$ cat src/rtl/au_pkg.sv
`default_nettype none
// ============================================================================
//  Module      : au_pkg
//  Description : Shared op codes, FSM states and sequencer flow codes for the
//                arithmetic unit.
//  Revision    : 1.0  initial release
// ============================================================================
package au_pkg;

    localparam logic [1:0] AU_ADD = 2'b00;
    localparam logic [1:0] AU_SUB = 2'b01;
    localparam logic [1:0] AU_MUL = 2'b10;
    localparam logic [1:0] AU_DIV = 2'b11;

    typedef enum logic [1:0] {
        ST_IDLE    = 2'b00,
        ST_DIV_RUN = 2'b01,
        ST_DONE    = 2'b10
    } au_state_e;

    // Sequencer flow codes; the unit's continue_o is consumed by FLOW_WAIT.
    localparam logic [1:0] FLOW_INC  = 2'b00;
    localparam logic [1:0] FLOW_WAIT = 2'b01;
    localparam logic [1:0] FLOW_HALT = 2'b10;

endpackage
`default_nettype wire

$ cat src/rtl/au_if.sv
`default_nettype none
// ============================================================================
//  Module      : au_if
//  Description : Sequencer/data-bank side bundle of the arithmetic unit.
//  Revision    : 1.0  initial release
// ============================================================================
interface au_if #(
    parameter int WIDTH = 16
);
    logic             start;
    logic [1:0]       op;
    logic [WIDTH-1:0] opnd_r;
    logic [WIDTH-1:0] opnd_s;
    logic [WIDTH-1:0] result;
    logic             continue_o;
    logic             busy;
    logic             ovf;
    logic             dz;
    logic             err_busy;

    modport master (
        output start, op, opnd_r, opnd_s,
        input  result, continue_o, busy, ovf, dz, err_busy
    );

    modport slave (
        input  start, op, opnd_r, opnd_s,
        output result, continue_o, busy, ovf, dz, err_busy
    );
endinterface
`default_nettype wire

$ cat src/rtl/au_div_iter.sv
`default_nettype none
// ============================================================================
//  Module      : au_div_iter
//  Description : Restoring unsigned divider, one quotient bit per clock.
//  Revision    : 1.0  initial release
// ============================================================================
module au_div_iter
    import au_pkg::*;
#(
    parameter int WIDTH = 16,
    parameter int FRAC  = 8
) (
    input  wire logic                    clk,
    input  wire logic                    rst_n,
    input  wire logic                    ld,
    input  wire logic [WIDTH+FRAC-1:0]   dividend,
    input  wire logic [WIDTH-1:0]        divisor,
    output logic                         done,
    output logic [WIDTH+FRAC-1:0]        quotient
);
    localparam int N  = WIDTH + FRAC;
    localparam int CW = $clog2(N + 1);

    logic [WIDTH-1:0] r_rem;
    logic [WIDTH-1:0] r_dvs;
    logic [N-1:0]     r_quo;
    logic [CW-1:0]    r_count;

    logic [WIDTH:0]   w_shift;
    logic [WIDTH+1:0] w_diff;
    logic             w_ge;
    logic [WIDTH-1:0] w_rem_next;
    logic [N-1:0]     w_quo_next;
    logic             w_unused_bit;

    // r_quo shifts dividend bits out of the top while quotient bits enter below
    assign w_shift      = {r_rem, r_quo[N-1]};
    assign w_diff       = {1'b0, w_shift} - {2'b00, r_dvs};
    assign w_ge         = ~w_diff[WIDTH+1];
    assign w_rem_next   = w_ge ? w_diff[WIDTH-1:0] : w_shift[WIDTH-1:0];
    assign w_quo_next   = {r_quo[N-2:0], w_ge};
    assign w_unused_bit = w_diff[WIDTH];

    // Final quotient is presented one step early so the caller can capture it
    // on the same edge the counter reaches zero.
    assign done     = (r_count == CW'(1));
    assign quotient = w_quo_next;

    always_ff @(posedge clk or negedge rst_n) begin
        if (!rst_n) begin
            r_rem   <= '0;
            r_dvs   <= '0;
            r_quo   <= '0;
            r_count <= '0;
        end else if (ld) begin
            r_rem   <= '0;
            r_dvs   <= divisor;
            r_quo   <= dividend;
            r_count <= CW'(N);
        end else if (r_count != '0) begin
            r_rem   <= w_rem_next;
            r_quo   <= w_quo_next;
            r_count <= r_count - CW'(1);
        end
    end

endmodule
`default_nettype wire

$ cat src/rtl/au_core.sv
`default_nettype none
// ============================================================================
//  Module      : au_core
//  Description : Q-format ADD/SUB/MUL/DIV unit for the START/WAIT sequencer.
//                Define AU_SAT_EN to saturate overflowed results.
//  Revision    : 1.0  initial release
// ============================================================================
module au_core
    import au_pkg::*;
#(
    parameter int WIDTH = 16,
    parameter int FRAC  = 8
) (
    input  wire logic clk,
    input  wire logic rst_n,
    au_if.slave       bus
);
    localparam int N = WIDTH + FRAC;
    localparam logic [WIDTH-1:0] C_MAX_POS = {1'b0, {(WIDTH-1){1'b1}}};
    localparam logic [WIDTH-1:0] C_MIN_NEG = {1'b1, {(WIDTH-1){1'b0}}};

    au_state_e        r_state;
    logic [WIDTH-1:0] r_result;
    logic             r_cont;
    logic             r_busy;
    logic             r_ovf;
    logic             r_dz;
    logic             r_err;
    logic             r_neg;

    logic [WIDTH-1:0]   w_r;
    logic [WIDTH-1:0]   w_s;
    logic [WIDTH:0]     w_sum;
    logic [WIDTH:0]     w_dif;
    logic [2*WIDTH-1:0] w_prod;
    logic [2*WIDTH-1:0] w_prod_sh;
    logic [WIDTH-1:0]   w_ar_res;
    logic               w_ar_ovf;
    logic [WIDTH-1:0]   w_ar_fix;

    logic [WIDTH-1:0] w_mag_r;
    logic [WIDTH-1:0] w_mag_s;
    logic             w_div_ld;
    logic             w_div_done;
    logic [N-1:0]     w_quo;
    logic [N:0]       w_qs;
    logic             w_q_ovf;
    logic [WIDTH-1:0] w_q_fix;

    assign w_r = bus.opnd_r;
    assign w_s = bus.opnd_s;

    assign w_sum  = {w_r[WIDTH-1], w_r} + {w_s[WIDTH-1], w_s};
    assign w_dif  = {w_r[WIDTH-1], w_r} - {w_s[WIDTH-1], w_s};
    // Sign-extended operands make the low 2*WIDTH bits the exact signed product
    assign w_prod    = {{WIDTH{w_r[WIDTH-1]}}, w_r} * {{WIDTH{w_s[WIDTH-1]}}, w_s};
    assign w_prod_sh = $signed(w_prod) >>> FRAC;

    always_comb begin
        w_ar_res = '0;
        w_ar_ovf = 1'b0;
        case (bus.op)
            AU_ADD: begin
                w_ar_res = w_sum[WIDTH-1:0];
                w_ar_ovf = w_sum[WIDTH] ^ w_sum[WIDTH-1];
            end
            AU_SUB: begin
                w_ar_res = w_dif[WIDTH-1:0];
                w_ar_ovf = w_dif[WIDTH] ^ w_dif[WIDTH-1];
            end
            AU_MUL: begin
                w_ar_res = w_prod_sh[WIDTH-1:0];
                w_ar_ovf = !((&w_prod_sh[2*WIDTH-1:WIDTH-1]) ||
                             !(|w_prod_sh[2*WIDTH-1:WIDTH-1]));
            end
            default: ;
        endcase
    end

    // Divider works on magnitudes; the most negative operand maps to 2^(WIDTH-1)
    assign w_mag_r  = w_r[WIDTH-1] ? (~w_r + WIDTH'(1)) : w_r;
    assign w_mag_s  = w_s[WIDTH-1] ? (~w_s + WIDTH'(1)) : w_s;
    assign w_div_ld = bus.start && (r_state != ST_DIV_RUN) &&
                      (bus.op == AU_DIV) && (w_s != '0);

    au_div_iter #(
        .WIDTH (WIDTH),
        .FRAC  (FRAC)
    ) u_div (
        .clk      (clk),
        .rst_n    (rst_n),
        .ld       (w_div_ld),
        .dividend (N'(w_mag_r) << FRAC),
        .divisor  (w_mag_s),
        .done     (w_div_done),
        .quotient (w_quo)
    );

    assign w_qs    = r_neg ? ({(N+1){1'b0}} - {1'b0, w_quo}) : {1'b0, w_quo};
    assign w_q_ovf = !((&w_qs[N:WIDTH-1]) || !(|w_qs[N:WIDTH-1]));

`ifdef AU_SAT_EN
    logic w_ar_neg;

    always_comb begin
        w_ar_neg = 1'b0;
        case (bus.op)
            AU_ADD:  w_ar_neg = w_sum[WIDTH];
            AU_SUB:  w_ar_neg = w_dif[WIDTH];
            AU_MUL:  w_ar_neg = w_prod_sh[2*WIDTH-1];
            default: w_ar_neg = 1'b0;
        endcase
    end

    assign w_ar_fix = w_ar_ovf ? (w_ar_neg ? C_MIN_NEG : C_MAX_POS) : w_ar_res;
    assign w_q_fix  = w_q_ovf ? (w_qs[N] ? C_MIN_NEG : C_MAX_POS) : w_qs[WIDTH-1:0];
`else
    assign w_ar_fix = w_ar_res;
    assign w_q_fix  = w_qs[WIDTH-1:0];
`endif

    always_ff @(posedge clk or negedge rst_n) begin
        if (!rst_n) begin
            r_state  <= ST_IDLE;
            r_result <= '0;
            r_cont   <= 1'b0;
            r_busy   <= 1'b0;
            r_ovf    <= 1'b0;
            r_dz     <= 1'b0;
            r_err    <= 1'b0;
            r_neg    <= 1'b0;
        end else begin
            case (r_state)
                ST_IDLE, ST_DONE: begin
                    if (bus.start) begin
                        r_cont <= 1'b0;
                        r_ovf  <= 1'b0;
                        r_dz   <= 1'b0;
                        if (bus.op != AU_DIV) begin
                            r_result <= w_ar_fix;
                            r_ovf    <= w_ar_ovf;
                            r_cont   <= 1'b1;
                            r_state  <= ST_DONE;
                        end else if (w_s == '0) begin
                            r_result <= w_r[WIDTH-1] ? C_MIN_NEG : C_MAX_POS;
                            r_dz     <= 1'b1;
                            r_ovf    <= 1'b1;
                            r_cont   <= 1'b1;
                            r_state  <= ST_DONE;
                        end else begin
                            r_neg   <= w_r[WIDTH-1] ^ w_s[WIDTH-1];
                            r_busy  <= 1'b1;
                            r_state <= ST_DIV_RUN;
                        end
                    end
                end
                ST_DIV_RUN: begin
                    if (bus.start) begin
                        r_err <= 1'b1;
                    end
                    if (w_div_done) begin
                        r_result <= w_q_fix;
                        r_ovf    <= w_q_ovf;
                        r_cont   <= 1'b1;
                        r_busy   <= 1'b0;
                        r_state  <= ST_DONE;
                    end
                end
                default: r_state <= ST_IDLE;
            endcase
        end
    end

    assign bus.result     = r_result;
    assign bus.continue_o = r_cont;
    assign bus.busy       = r_busy;
    assign bus.ovf        = r_ovf;
    assign bus.dz         = r_dz;
    assign bus.err_busy   = r_err;

endmodule
`default_nettype wire
$ cat src/flat_wrapper.sv
// flat-port wrapper written by rule: the top's interface ports become plain ports
module au_core_flat import au_pkg::*;
#(
    parameter int WIDTH = 16,
    parameter int FRAC  = 8
)
  (clk, rst_n, bus_start, bus_op, bus_opnd_r, bus_opnd_s, bus_result, bus_continue_o, bus_busy, bus_ovf, bus_dz, bus_err_busy);
  au_if #(.WIDTH(WIDTH)) bus_i ();
  input  wire logic clk;
  input  wire logic rst_n;
  input wire logic [$bits(bus_i.start)-1:0] bus_start;
  input wire logic [$bits(bus_i.op)-1:0] bus_op;
  input wire logic [$bits(bus_i.opnd_r)-1:0] bus_opnd_r;
  input wire logic [$bits(bus_i.opnd_s)-1:0] bus_opnd_s;
  output wire logic [$bits(bus_i.result)-1:0] bus_result;
  output wire logic [$bits(bus_i.continue_o)-1:0] bus_continue_o;
  output wire logic [$bits(bus_i.busy)-1:0] bus_busy;
  output wire logic [$bits(bus_i.ovf)-1:0] bus_ovf;
  output wire logic [$bits(bus_i.dz)-1:0] bus_dz;
  output wire logic [$bits(bus_i.err_busy)-1:0] bus_err_busy;
  assign bus_i.start = bus_start;
  assign bus_i.op = bus_op;
  assign bus_i.opnd_r = bus_opnd_r;
  assign bus_i.opnd_s = bus_opnd_s;
  assign bus_result = bus_i.result;
  assign bus_continue_o = bus_i.continue_o;
  assign bus_busy = bus_i.busy;
  assign bus_ovf = bus_i.ovf;
  assign bus_dz = bus_i.dz;
  assign bus_err_busy = bus_i.err_busy;
  au_core #(.WIDTH(WIDTH), .FRAC(FRAC)) u_core (.clk(clk), .rst_n(rst_n), .bus(bus_i));
endmodule
$ cat config.mk
export PLATFORM = sky130hd
export DESIGN_NAME = au_core_flat
export DESIGN_NICKNAME = d
export VERILOG_FILES = /design/src/rtl/au_pkg.sv /design/src/rtl/au_if.sv /design/src/rtl/au_div_iter.sv /design/src/rtl/au_core.sv /design/src/flat_wrapper.sv
export SDC_FILE = /design/constraint.sdc
export NUM_CORES = 1
export LEC_CHECK = 0
export BUFFER_PORTS_ARGS = -buffer_cell sky130_fd_sc_hd__buf_2
export CAP_MARGIN = 30
export CORE_ASPECT_RATIO = 0.75
export CORE_MARGIN = 2
export CORE_UTILIZATION = 28
export DETAILED_ROUTE_END_ITERATION = 10
export SYNTH_ARGS = -nofsm -noshare
export SYNTH_HDL_FRONTEND = slang
export SYNTH_SLANG_ARGS = --single-unit
export TNS_END_PERCENT = 10
$ cat constraint.sdc
create_clock -name clk -period 4.61 [get_ports clk]
set_input_delay 0 -clock clk [delete_from_list [all_inputs] [get_ports clk]]
set_output_delay 0 -clock clk [all_outputs]
set_load 0.01 [all_outputs]
# Word level (Yosys, flattened, before mapping)
# Index checks and enable logic that the tools add are counted.
totals:
  regBits: 85
  elab_cells: 107
  output_inout_bits: 21
  in_bits: 37
classes:
  n_addsub: 7
  multipliers: 1
  n_reduce_logical: 28
  n_eq_ne: 13
  bitwise: 8
  muxes: 38
ops:
  columns: ["cell", "count"]
  rows:
  - ["$mux 16", 10]
  - ["$mux 24", 2]
  - ["$pmux 16 s3", 1]
  - ["$add 16x1->16 const B", 2]
  - ["$mul 16x16->32", 1]
  - ["$not 16->16", 2]
  - ["$pmux 16 s2", 1]
  - ["$mux 25", 1]
  - ["$sub 1x24->25 const A", 1]
  - ["$sub 17x16->18", 1]
  - ["$add 16x16->17", 1]
  - ["$sub 16x16->17", 1]
  - ["$logic_not 16->1", 1]
  - ["$reduce_bool 16->1", 1]
  - ["$mux 1", 12]
  - ["$mux 5", 2]
  - ["$ne 2x2->1 const B", 5]
  - ["$reduce_and 10->1", 1]
  - ["$reduce_or 10->1", 1]
  - ["$reduce_and 9->1", 1]
  - ["$reduce_or 9->1", 1]
  - ["$mux 2", 4]
  - ["$reduce_and 4->1", 2]
  - ["$eq 2x2->1 const B", 3]
  - ["other kinds (20)", 37]

# Longest topological paths before layout
# Gate-level depths: netlist of the first run.
depth:
  word_depth: 10
  ltp_mapped: 27
  depth_no_buf: 26

# Cells and area by module
# From an unflattened synthesis of the first run, not the netlist that was laid out.
hier_totals:
  hier_cells: 2025
  area_unflattened_um2: 17285.3
modules_own_cells:
  columns: ["mod", "area_each_um2", "cells_per_inst", "seq_area_each_um2", "instances"]
  rows:
  - ["au_core", 13479.2, 1609, 600.6, 1]
  - ["au_div_iter", 3806.2, 416, 1526.5, 1]

# Worst setup path after synthesis of the first run
# No wires, ideal clock.
synth_timing:
  path_kind: "input to register"
  start: "input bus_opnd_r[15]"
  end: "register u_core.r_ovf (netlist: u_core.bus.ovf)"
  cell_stages: 26
  arrival_ns: 6.470
  slack_ns: -1.994
  required_ns: 4.476
  n_path_buf: 3
  setup_ns: 0.134
  path_cell_list: "clkbuf_1 clkbuf_1 buf_1 nand2_1 inv_1 fa_1 inv_1 fa_1 inv_1 fa_1 inv_1 fa_1 fa_1 fa_1 inv_1 ha_1 a21o_1 a21o_1 a31o_2 a21oi_1 nor2b_1 a21oi_1 xnor2_1 or4_1 nand4_1 nand4_1"
synth_via:
  elab_chain_len: 9
  elab_cells_between_ends: 14
  classes_between: "add/sub: 2; mul: 1; mux: 4; bitwise: 2; reduce/logical: 5"
synth_rtl:
  columns: ["item", "line", "source"]
  rows:
  - ["start, declared", "flat_wrapper.sv:13", "input wire logic [$bits(bus_i.opnd_r)-1:0] bus_opnd_r;"]
  - ["$mul 16x16->32", "au_core.sv:56", "assign w_prod = {{WIDTH{w_r[WIDTH-1]}}, w_r} * {{WIDTH{w_s[WIDTH-1]}}, w_s};"]
  - ["$reduce_or 9->1", "au_core.sv:74", "!(|w_prod_sh[2*WIDTH-1:WIDTH-1]));"]
  - ["$logic_not 1->1", "au_core.sv:74", null]
  - ["$logic_or 1x1->1", "au_core.sv:73", "w_ar_ovf = !((&w_prod_sh[2*WIDTH-1:WIDTH-1]) ||"]
  - ["$logic_not 1->1", "au_core.sv:73", null]
  - ["$pmux 1 s3 *", "au_core.sv:62", "case (bus.op)"]
  - ["$mux 1 *", "au_core.sv:139", "if (bus.op != AU_DIV) begin"]
  - ["$mux 1 *", "au_core.sv:135", "if (bus.start) begin"]
  - ["$pmux 1 s2 *", "au_core.sv:133", "case (r_state)"]
  - ["end signal, assigned", "au_core.sv:141", "r_ovf <= w_ar_ovf;"]
  - ["end signal, assigned", "au_core.sv:163", "r_ovf <= w_q_ovf;"]
  - ["end, declared", "au_core.sv:26", "logic r_ovf;"]
# Every way passes the cells marked *; elsewhere a longest branch is shown, timed or not. The select of a mux whose other input is x is not followed.
# A chain may end at the register's enable or synchronous reset.

# Worst setup path after layout of the first run
# Same ends and word-level chain as after synthesis.

==> flow_metrics.env, run 1 <==
export IMPL_synth_edf_count=0
export IMPL_netlist_top_cells_area="fa_1 (31%), dfrtp_1 (13%), ha_1 (9.9%)"
export IMPL_drt_total_wl_um=51600
export IMPL_yosysSeqAreaShare_pct=12.6
export IMPL_dr_max_layer_used="met5"
export IMPL_netlist_instances=2018
export IMPL_num_antenna_cells=0
export IMPL_violations="setup timing"
export IMPL_drt_initial_drc_count=1173
export IMPL_die_h_um=217
export IMPL_cts_tree="yes"
export IMPL_cp_data_arrival_time_ps=6070
export IMPL_final_cell_area_mm2=0.0207
export IMPL_critical_path_startpoint_type="primary input"
export IMPL_wl_met1_um=24600
export IMPL_dr_total_vias=14600
export IMPL_clk_pin_slew_ps=70
export IMPL_dr_wl_met3_um=3420
export IMPL_slew_headroom_pct=33.3
export IMPL_placeableCoreArea_mm2=0.0593
export IMPL_viasPerCell=4.83
export IMPL_dp_hpwl_um=42900
export IMPL_layout_common_cells="inv_1 (354), nand2_1 (261), fa_1 (253)"
export IMPL_dieArea_mm2=0.0624
export IMPL_report_final_slew_viol_count=0
export IMPL_routedWlPerCell_um=17.0
export IMPL_drc=0
export IMPL_status="finished, violations left"
export IMPL_yosysUniqueCellTypes=68
export IMPL_cap_viol_max_count=0
export IMPL_grt_pass1_vias=15600
export IMPL_die_w_um=288
export IMPL_cp_max_fo=9
export IMPL_clock_root_buffer="clkbuf_16"
export IMPL_grt_pass1_wl_um=85100
export IMPL_hp_class="in2async"
export IMPL_clk_path_buf_depth=2
export IMPL_end_kind="flop"
export IMPL_worst_pin_slew_ps=1000
export IMPL_max_freq_mhz=171
export IMPL_hold_viol=0
export IMPL_cp_required_ps=4830
export IMPL_antenna_found_initial=2
export IMPL_synthesis_nets=2453
export IMPL_path_class="in2reg"
export IMPL_cts_max_level=3
export IMPL_ys_seq_elements=85
export IMPL_place_area_mm2=0.0197
export IMPL_skew_ps=9.08
export IMPL_clkSinkCount=85
export IMPL_start_util_pct=28.5
export IMPL_drt_first_pass_iters=5
export IMPL_synth_top_area_cell="fa_1"
export IMPL_post_route_period_util_pct=127
export IMPL_async_reset_ff_share_pct=100
export IMPL_yosys_warnings=0
export IMPL_met2_length_um=22800
export IMPL_io_pins=58
export IMPL_dpl_worst_slack_ps=-1680
export IMPL_grt_usage_pct=17.2
export IMPL_grt_overflow_total=0
export IMPL_syn_area_per_cell_um2=8.38
export IMPL_portBuffers=57
export IMPL_layout_commonest_cell="inv_1"
export IMPL_nNetsFinal=2668
export IMPL_grt_start_max_net_pins=63
export IMPL_syn_area_mm2=0.0169
export IMPL_insertion_delay_ps=350
export IMPL_final_antenna_net_count=0
export IMPL_fin_crit_ps=5850
export IMPL_finish_utilization_pct=35.0
export IMPL_area_growth_pct=22.7
export IMPL_yosys_area_top_type_share_pct=31.3
export IMPL_fillers=6145
export IMPL_rsz0062_at_grt="yes"
export IMPL_fin_ws_ps=-1240
export IMPL_finalSetupTns_ps=-10970
export IMPL_setup_viol=16
export IMPL_synthFlopType="dfrtp_1"
export IMPL_gp_congestion=0.920
export IMPL_rows=77
export IMPL_drive_gt1_share_pct=19.3
export IMPL_cts_inserted_buffers=9
## per-stage QoR
| stage | std cells | hold slack [ps] |
|---|---|---|
| 3_3_place_gp | 2988 | -79.8 |
| 4_1_cts | 3021 | 97.7 |
| 6_report | 3028 | 87.1 |
| 2_1_floorplan | 2018 | -296 |
| 5_1_grt | 3028 | 140 |
| 3_5_place_dp | 2990 | -79.0 |
## repair_timing
item,4_1_cts,5_1_grt
endpoints found under the hold margin,25,0
buffers inserted,13,7
gates resized for setup,76,46
pin swaps,35,27
setup endpoints to repair,17,17
hold buffers,2,0
## critical path, stage by stage
cell	delay, ps
buf_2	140
buf_12	140
buf_4	170
nand2_1	110
inv_2	70
fa_2	540
buf_4	180
fa_2	570
inv_1	50
fa_1	470
fa_1	560
fa_1	450
fa_1	550
inv_1	70
ha_4	250
a21o_1	200
a31o_2	240
a21oi_4	160
xnor2_2	130
nand2b_1	80
mux2i_1	150
nand4_1	100
or4_1	490
nand4_1	110
nand4_1	100
## final timing paths
kind / startpoint / endpoint / slack [ps] / depth (start not counted)
max in group asynchronous: rst_n / u_core.u_div.r_rem[14]$_DFFE_PN0P_ / 3380 / 3
min in group clk: bus_opnd_s[3] / u_core.u_div.r_dvs[3]$_DFFE_PN0P_ / 230 / 5
worst max register to register: u_core.u_div.r_rem[11]$_DFFE_PN0P_ / u_core.bus.ovf$_DFFE_PN0P_ / -100 / 16
worst min register to register: u_core.bus.err_busy$_DFFE_PN0P_ / u_core.bus.err_busy$_DFFE_PN0P_ / 460 / 1
worst min-delay path: rst_n / u_core.u_div.r_dvs[4]$_DFFE_PN0P_ / 90 / 2
worst max-delay path: bus_opnd_r[15] / u_core.bus.ovf$_DFFE_PN0P_ / -1240 / 25
## routing by layer
metal / vias up / global-route usage (%)
li1: 6812 / -
met4: 4 / 2.42
met2: 419 / 26.9
met1: 7333 / 25.2
met3: 49 / 3.00
met5: - / 0
## kinds of logic after synthesis
| group | after synthesis | share of synthesized area [%] |
|---|---|---|
| xor+xnor | 102 | 5.28 |
| buf+inv | 473 | 10.6 |
| simple gates | 629 | 17.4 |
| compound gates | 317 | 12.1 |
| mux | 14 | 0.858 |
| flops | 85 | 12.6 |
| fa+ha+maj | 398 | 41.2 |
## flip-flops by register name, summed over array words and instances (netlist names), 2 cells and up
name / cells
u_core.bus.result: 16
u_core.r_state: 2
u_core.u_div.r_count: 5
u_core.u_div.r_dvs: 16
u_core.u_div.r_quo: 24
u_core.u_div.r_rem: 16
## cell type report
class | count | area, µm² | share of cell area (%)
clock buffers | 9 | 225 | 1.09
well taps | 790 | 988 | 4.77
multi-input cells | 1460 | 13500 | 65.1
flip-flops and latches | 85 | 2130 | 10.3
inverters | 366 | 1380 | 6.65
clock inverters | 7 | 97.6 | 0.471
repair buffers | 311 | 2420 | 11.7
## cells in the mapped netlist, types with 23 or more instances
| cell type | count |
|---|---|
| xor2_1 | 34 |
| a21oi_1 | 66 |
| fa_1 | 264 |
| nand2_1 | 264 |
| clkbuf_1 | 95 |
| nor2_1 | 125 |
| a31oi_1 | 29 |
| nand2b_1 | 23 |
| dfrtp_1 | 85 |
| ha_1 | 134 |
| inv_1 | 365 |
| o21ai_0 | 81 |
| nor3_1 | 26 |
| and2_1 | 92 |
| xnor2_1 | 68 |
Power of run 1 is left out: the tool's default activity adds up to more than one toggle a clock period on the data nets, which glitch-free logic cannot reach.
==> inputs of run 2 (changes only) <==
--- a/config.mk
+++ b/config.mk
@@ -11,6 +11,7 @@
 export CORE_MARGIN = 2
 export CORE_UTILIZATION = 28
 export DETAILED_ROUTE_END_ITERATION = 10
+export PLACE_DENSITY = 0.48
 export SYNTH_ARGS = -nofsm -noshare
 export SYNTH_HDL_FRONTEND = slang
 export SYNTH_SLANG_ARGS = --single-unit
==> run 2 against run 1 <==
  * The run still ends with setup timing left
  * Count of clock-buffer cells in the layout grew 1
  * Utilization shrank 0.63 points
  * Fmax shrank 0.36%
  * Routed wire length grew 1.8%
  * Global-route usage grew 0.27 points
  * Flip-flop and latch count is the same
  * Via count shrank 1.7%
  * Worst hold slack lost 25 ps
  * Critical endpoint unchanged
==> flow_metrics.env, run 2 (synthesized netlist as in run 1, its figures left out) <==
export IMPL_dpl_worst_slack_ps=-1800
export IMPL_hold_path_endpoint="u_core.bus.dz$_DFFE_PN0P_"
export IMPL_clk_path_buf_depth=2
export IMPL_dr_total_vias=14400
export IMPL_setup_viol=17
export IMPL_min_delay_start="bus_op[0]"
export IMPL_fin_crit_ps=5870
export IMPL_drt_total_wl_um=52500
export IMPL_critPathSlowestCell="fa_1"
export IMPL_drt_first_pass_iters=5
export IMPL_whs_path_depth=3
export IMPL_final_antenna_net_count=0
export IMPL_insertion_delay_ps=360
export IMPL_drt_initial_drc_count=834
export IMPL_fillers=6228
export IMPL_critical_path_startpoint_type="primary input"
export IMPL_worst_pin_slew_ps=991
export IMPL_status="finished, violations left"
export IMPL_clk_pin_slew_ps=70
export IMPL_routedWlPerCell_um=17.4
export IMPL_die_w_um=288
export IMPL_path_class="in2reg"
export IMPL_nNetsFinal=2658
export IMPL_die_h_um=217
export IMPL_grt_usage_pct=17.5
export IMPL_layout_common_cells="inv_1 (360), nand2_1 (262), fa_1 (255)"
export IMPL_grt_start_max_net_pins=61
export IMPL_skew_ps=10.7
export IMPL_cts_inserted_buffers=9
export IMPL_cts_tree="yes"
export IMPL_hp_class="in2reg"
export IMPL_r2r_setup_slack_ps=-100
export IMPL_area_growth_pct=20.5
export IMPL_cp_max_fo=8
export IMPL_grt_overflow_total=0
export IMPL_cp_data_arrival_time_ps=6100
export IMPL_io_pins=58
export IMPL_placeableCoreArea_mm2=0.0593
export IMPL_cts_max_level=3
export IMPL_cp_num_buf_inv=7
export IMPL_report_final_slew_viol_count=0
export IMPL_r2r_end="u_core.bus.ovf$_DFFE_PN0P_"
export IMPL_violations="setup timing"
export IMPL_reg2reg_depth=16
export IMPL_cp_required_ps=4840
export IMPL_layout_commonest_cell="inv_1"
export IMPL_gp_congestion=0.895
export IMPL_max_freq_mhz=170
export IMPL_rows=77
export IMPL_drc=0
export IMPL_fin_ws_ps=-1260
export IMPL_finish_utilization_pct=34.3
export IMPL_critPathTopFamily="adder cells"
export IMPL_dieArea_mm2=0.0624
export IMPL_end_kind="flop"
export IMPL_rsz0062_at_grt="yes"
export IMPL_dp_hpwl_um=44400
export IMPL_post_route_period_util_pct=127
export IMPL_clkSinkCount=85
export IMPL_slew_headroom_pct=34.0
export IMPL_clock_root_buffer="clkbuf_16"
export IMPL_timing_rr_start="u_core.u_div.r_rem[11]$_DFFE_PN0P_"
export IMPL_grt_pass1_wl_um=85500
export IMPL_hold_viol=0
export IMPL_portBuffers=57
export IMPL_cap_viol_max_count=0
export IMPL_grt_pass1_vias=15000
export IMPL_drive_gt1_share_pct=17.4
export IMPL_cpPeakStageDelay_ps=560
export IMPL_antenna_found_initial=5
export IMPL_largest_reg_flops=24
export IMPL_viasPerCell=4.76
export IMPL_top_register="u_core.u_div.r_quo"
export IMPL_start_util_pct=28.5
## run 2: stage by stage
stage | cells | hold WS (ps) | TNS (ps) | area (µm²)
after CTS | 3015 | 45.9 | -13500 | 20300
after detailed placement | 2993 | -57.1 | -24220 | 19800
after global placement | 2992 | -60.7 | -22590 | 19800
after floorplan | 2018 | -296 | -10380 | 17100
after global routing | 3019 | 70.5 | -18060 | 20400
final | 3020 | 61.8 | -13520 | 20400
## run 2: how the worst max path moves through the flow
stage | start | depth (start not counted) | to
finish | bus_opnd_r[6] | 26 | u_core.bus.ovf$_DFFE_PN0P_
global route | bus_opnd_r[6] | 26 | u_core.bus.ovf$_DFFE_PN0P_
CTS | bus_opnd_r[15] | 23 | u_core.bus.ovf$_DFFE_PN0P_
detailed placement | bus_opnd_s[3] | 26 | u_core.bus.ovf$_DFFE_PN0P_
global placement | bus_opnd_s[3] | 23 | u_core.bus.ovf$_DFFE_PN0P_
floorplan | bus_opnd_r[15] | 26 | u_core.bus.ovf$_DFFE_PN0P_
## run 2: layer usage
metal,up-vias,global-route usage (%),routed length (µm)
met5,-,0,34
met4,6,2.61,628
met3,43,1.96,2170
met2,290,26.2,22400
met1,7228,27.2,27300
li1,6795,-,-
## run 2: layout make-up
type	instances	area [µm²]	area share, %
antenna	2	5.00	0.0246
inverter	366	1380	6.76
clock inverter	6	61.3	0.301
tap	790	988	4.85
sequential	85	2130	10.4
multi-input combinational	1460	13300	65.1
timing repair buffer	301	2300	11.3
clock buffer	10	239	1.17
## run 2: worst reg2reg max path, stage by stage, from the launching register on
cell       delay [ps]
dfrtp_1           380
ha_1              310
a21o_1            160
a21o_1            170
a21o_1            200
a211o_1           330
a21oi_2           160
ha_1              210
or4b_4            480
or2_1             270
or4_4             480
or4_1             450
a2111oi_2         370
nand2_1           100
nor4b_2           270
a211o_1           150
nand4_1           100
## run 2: what timing repair did
item / 4_1_cts / 5_1_grt
endpoints found under the setup margin: 17 / 17
hold endpoints to repair: 27 / 0
hold buffers: 2 / 0
setup buffers: 4 / 3
resized for setup: 45 / 13
pin swaps: 19 / 10
Power of run 2 is left out for the same reason.
==> inputs of run 3 (changes only) <==
--- a/config.mk
+++ b/config.mk
@@ -7,11 +7,13 @@
 export LEC_CHECK = 0
 export BUFFER_PORTS_ARGS = -buffer_cell sky130_fd_sc_hd__buf_2
 export CAP_MARGIN = 30
+export CELL_PAD_IN_SITES_DETAIL_PLACEMENT = 1
+export CELL_PAD_IN_SITES_GLOBAL_PLACEMENT = 1
 export CORE_ASPECT_RATIO = 0.75
 export CORE_MARGIN = 2
 export CORE_UTILIZATION = 28
 export DETAILED_ROUTE_END_ITERATION = 10
-export PLACE_DENSITY = 0.48
+export PLACE_DENSITY = 0.58
 export SYNTH_ARGS = -nofsm -noshare
 export SYNTH_HDL_FRONTEND = slang
 export SYNTH_SLANG_ARGS = --single-unit
==> run 3 against run 2 <==
  * The flow still finishes with violations (setup timing)
  * Cell count shrank 0.23%
  * Worst setup slack gained 9.0 ps
  * Fmax grew 0.15%
  * Critical path depth is the same
  * Via count grew 1.2%
  * Register-to-register slack is essentially flat
  * First-iteration DRC count shrank 7.1%
  * Critical path type unchanged
==> flow_metrics.env, run 3 (synthesized netlist as in run 1, its figures left out) <==
export IMPL_antenna_found_initial=0
export IMPL_fillers=7088
export IMPL_report_final_slew_viol_count=0
export IMPL_nNetsFinal=2654
export IMPL_clkSinkCount=85
export IMPL_gp_congestion=0.868
export IMPL_largest_reg_flops=24
export IMPL_grt_pass1_wl_um=93400
export IMPL_hold_viol=0
export IMPL_cts_max_level=3
export IMPL_cp_max_fo=6
export IMPL_finish_utilization_pct=34.5
export IMPL_setup_viol=16
export IMPL_layout_commonest_cell="inv_1"
export IMPL_insertion_delay_ps=360
export IMPL_placed_cells=2988
export IMPL_skew_ps=8.20
export IMPL_critical_path_startpoint_type="primary input"
export IMPL_io_pins=58
export IMPL_finalSetupTns_ps=-12790
export IMPL_slew_headroom_pct=31.4
export IMPL_die_w_um=288
export IMPL_regArea_mm2=0.00213
export IMPL_grt_pass1_vias=16100
export IMPL_post_route_period_util_pct=127
export IMPL_viasPerCell=4.82
export IMPL_drive_gt1_share_pct=18.1
export IMPL_die_h_um=217
export IMPL_grt_usage_pct=19.2
export IMPL_rsz0062_at_grt="yes"
export IMPL_max_freq_mhz=171
export IMPL_cp_data_arrival_time_ps=6100
export IMPL_multi_input_area_mm2=0.0134
export IMPL_path_class="in2reg"
export IMPL_grt_start_max_net_pins=62
export IMPL_final_antenna_net_count=0
export IMPL_drc=0
export IMPL_dieArea_mm2=0.0624
export IMPL_fin_ws_ps=-1250
export IMPL_clk_pin_slew_ps=70
export IMPL_num_antenna_cells=0
export IMPL_area_growth_pct=20.9
export IMPL_drt_first_pass_iters=5
export IMPL_violations="setup timing"
export IMPL_hp_class="in2async"
export IMPL_dpl_worst_slack_ps=-1790
export IMPL_dp_hpwl_um=49000
export IMPL_worst_pin_slew_ps=1030
export IMPL_drt_initial_drc_count=775
export IMPL_r2r_setup_slack_ps=-90
export IMPL_clk_path_buf_depth=2
export IMPL_final_cells=3013
export IMPL_layout_common_cells="inv_1 (358), nand2_1 (262), fa_1 (251)"
export IMPL_cts_inserted_buffers=9
export IMPL_start_util_pct=28.5
export IMPL_top_register="u_core.u_div.r_quo"
export IMPL_status="finished, violations left"
export IMPL_end_kind="flop"
export IMPL_drt_total_wl_um=57600
export IMPL_cts_tree="yes"
export IMPL_routedWlPerCell_um=19.1
export IMPL_portBuffers=57
export IMPL_rows=77
export IMPL_dr_total_vias=14500
export IMPL_placeableCoreArea_mm2=0.0593
export IMPL_cp_required_ps=4850
export IMPL_fin_crit_ps=5860
export IMPL_grt_overflow_total=0
export IMPL_clock_root_buffer="clkbuf_16"
export IMPL_cap_viol_max_count=0
## run 3: per-stage QoR
step	hold WS [ps]	cell area, µm²
after floorplan	-296	17100
after global placement	-62.1	19700
after detailed placement	-59.2	19700
after CTS	98.1	20100
after global routing	112	20500
final	94.7	20500
## run 3: layer usage
layer	wire, µm	GRT usage [%]
met5	0	0
met4	641	2.76
met3	2320	2.84
met2	25600	29.9
met1	29000	28.7
## run 3: path summary, 6_finish.rpt
check,startpoint,endpoint,depth (start not counted)
max,bus_opnd_s[8],u_core.bus.ovf$_DFFE_PN0P_,26
min,rst_n,u_core.u_div.r_dvs[6]$_DFFE_PN0P_,2
max reg2reg,u_core.u_div.r_dvs[12]$_DFFE_PN0P_,u_core.bus.ovf$_DFFE_PN0P_,17
min reg2reg,u_core.bus.err_busy$_DFFE_PN0P_,u_core.bus.err_busy$_DFFE_PN0P_,1
max in group asynchronous,rst_n,u_core.u_div.r_quo[13]$_DFFE_PN0P_,3
min in group clk,bus_opnd_s[13],u_core.u_div.r_dvs[13]$_DFFE_PN0P_,4
## run 3: worst max-delay path, cell delays in order
cell	delay, ps
clkbuf_4	180
buf_4	170
buf_4	160
nand2_1	110
inv_1	80
fa_2	540
buf_4	170
fa_1	520
inv_1	50
fa_1	470
fa_1	570
fa_1	420
fa_1	530
inv_1	60
ha_2	180
a21o_1	190
a21o_1	170
a31o_2	240
a21oi_4	170
xnor2_2	140
nand2b_1	80
mux2i_1	140
nand4_1	110
or4_4	420
nand4_1	110
nand4_1	100
## run 3: layout make-up
class                           count  area share, %
Inverter                          366           6.75
Sequential cell                    85           10.4
Clock buffer                       12           1.30
Clock inverter                      3          0.214
Multi-Input combinational cell   1460           65.6
Timing Repair Buffer              297           10.9
Tap cell                          790           4.83
## run 3: repair_timing
item / 4_1_cts / 5_1_grt
endpoints found under the setup margin: 17 / 17
hold buffers: 2 / 0
hold endpoints to repair: 26 / 0
gates resized for setup: 24 / 57
pin swaps: 9 / 28
buffers inserted: 2 / 6
Power of run 3 is left out for the same reason.
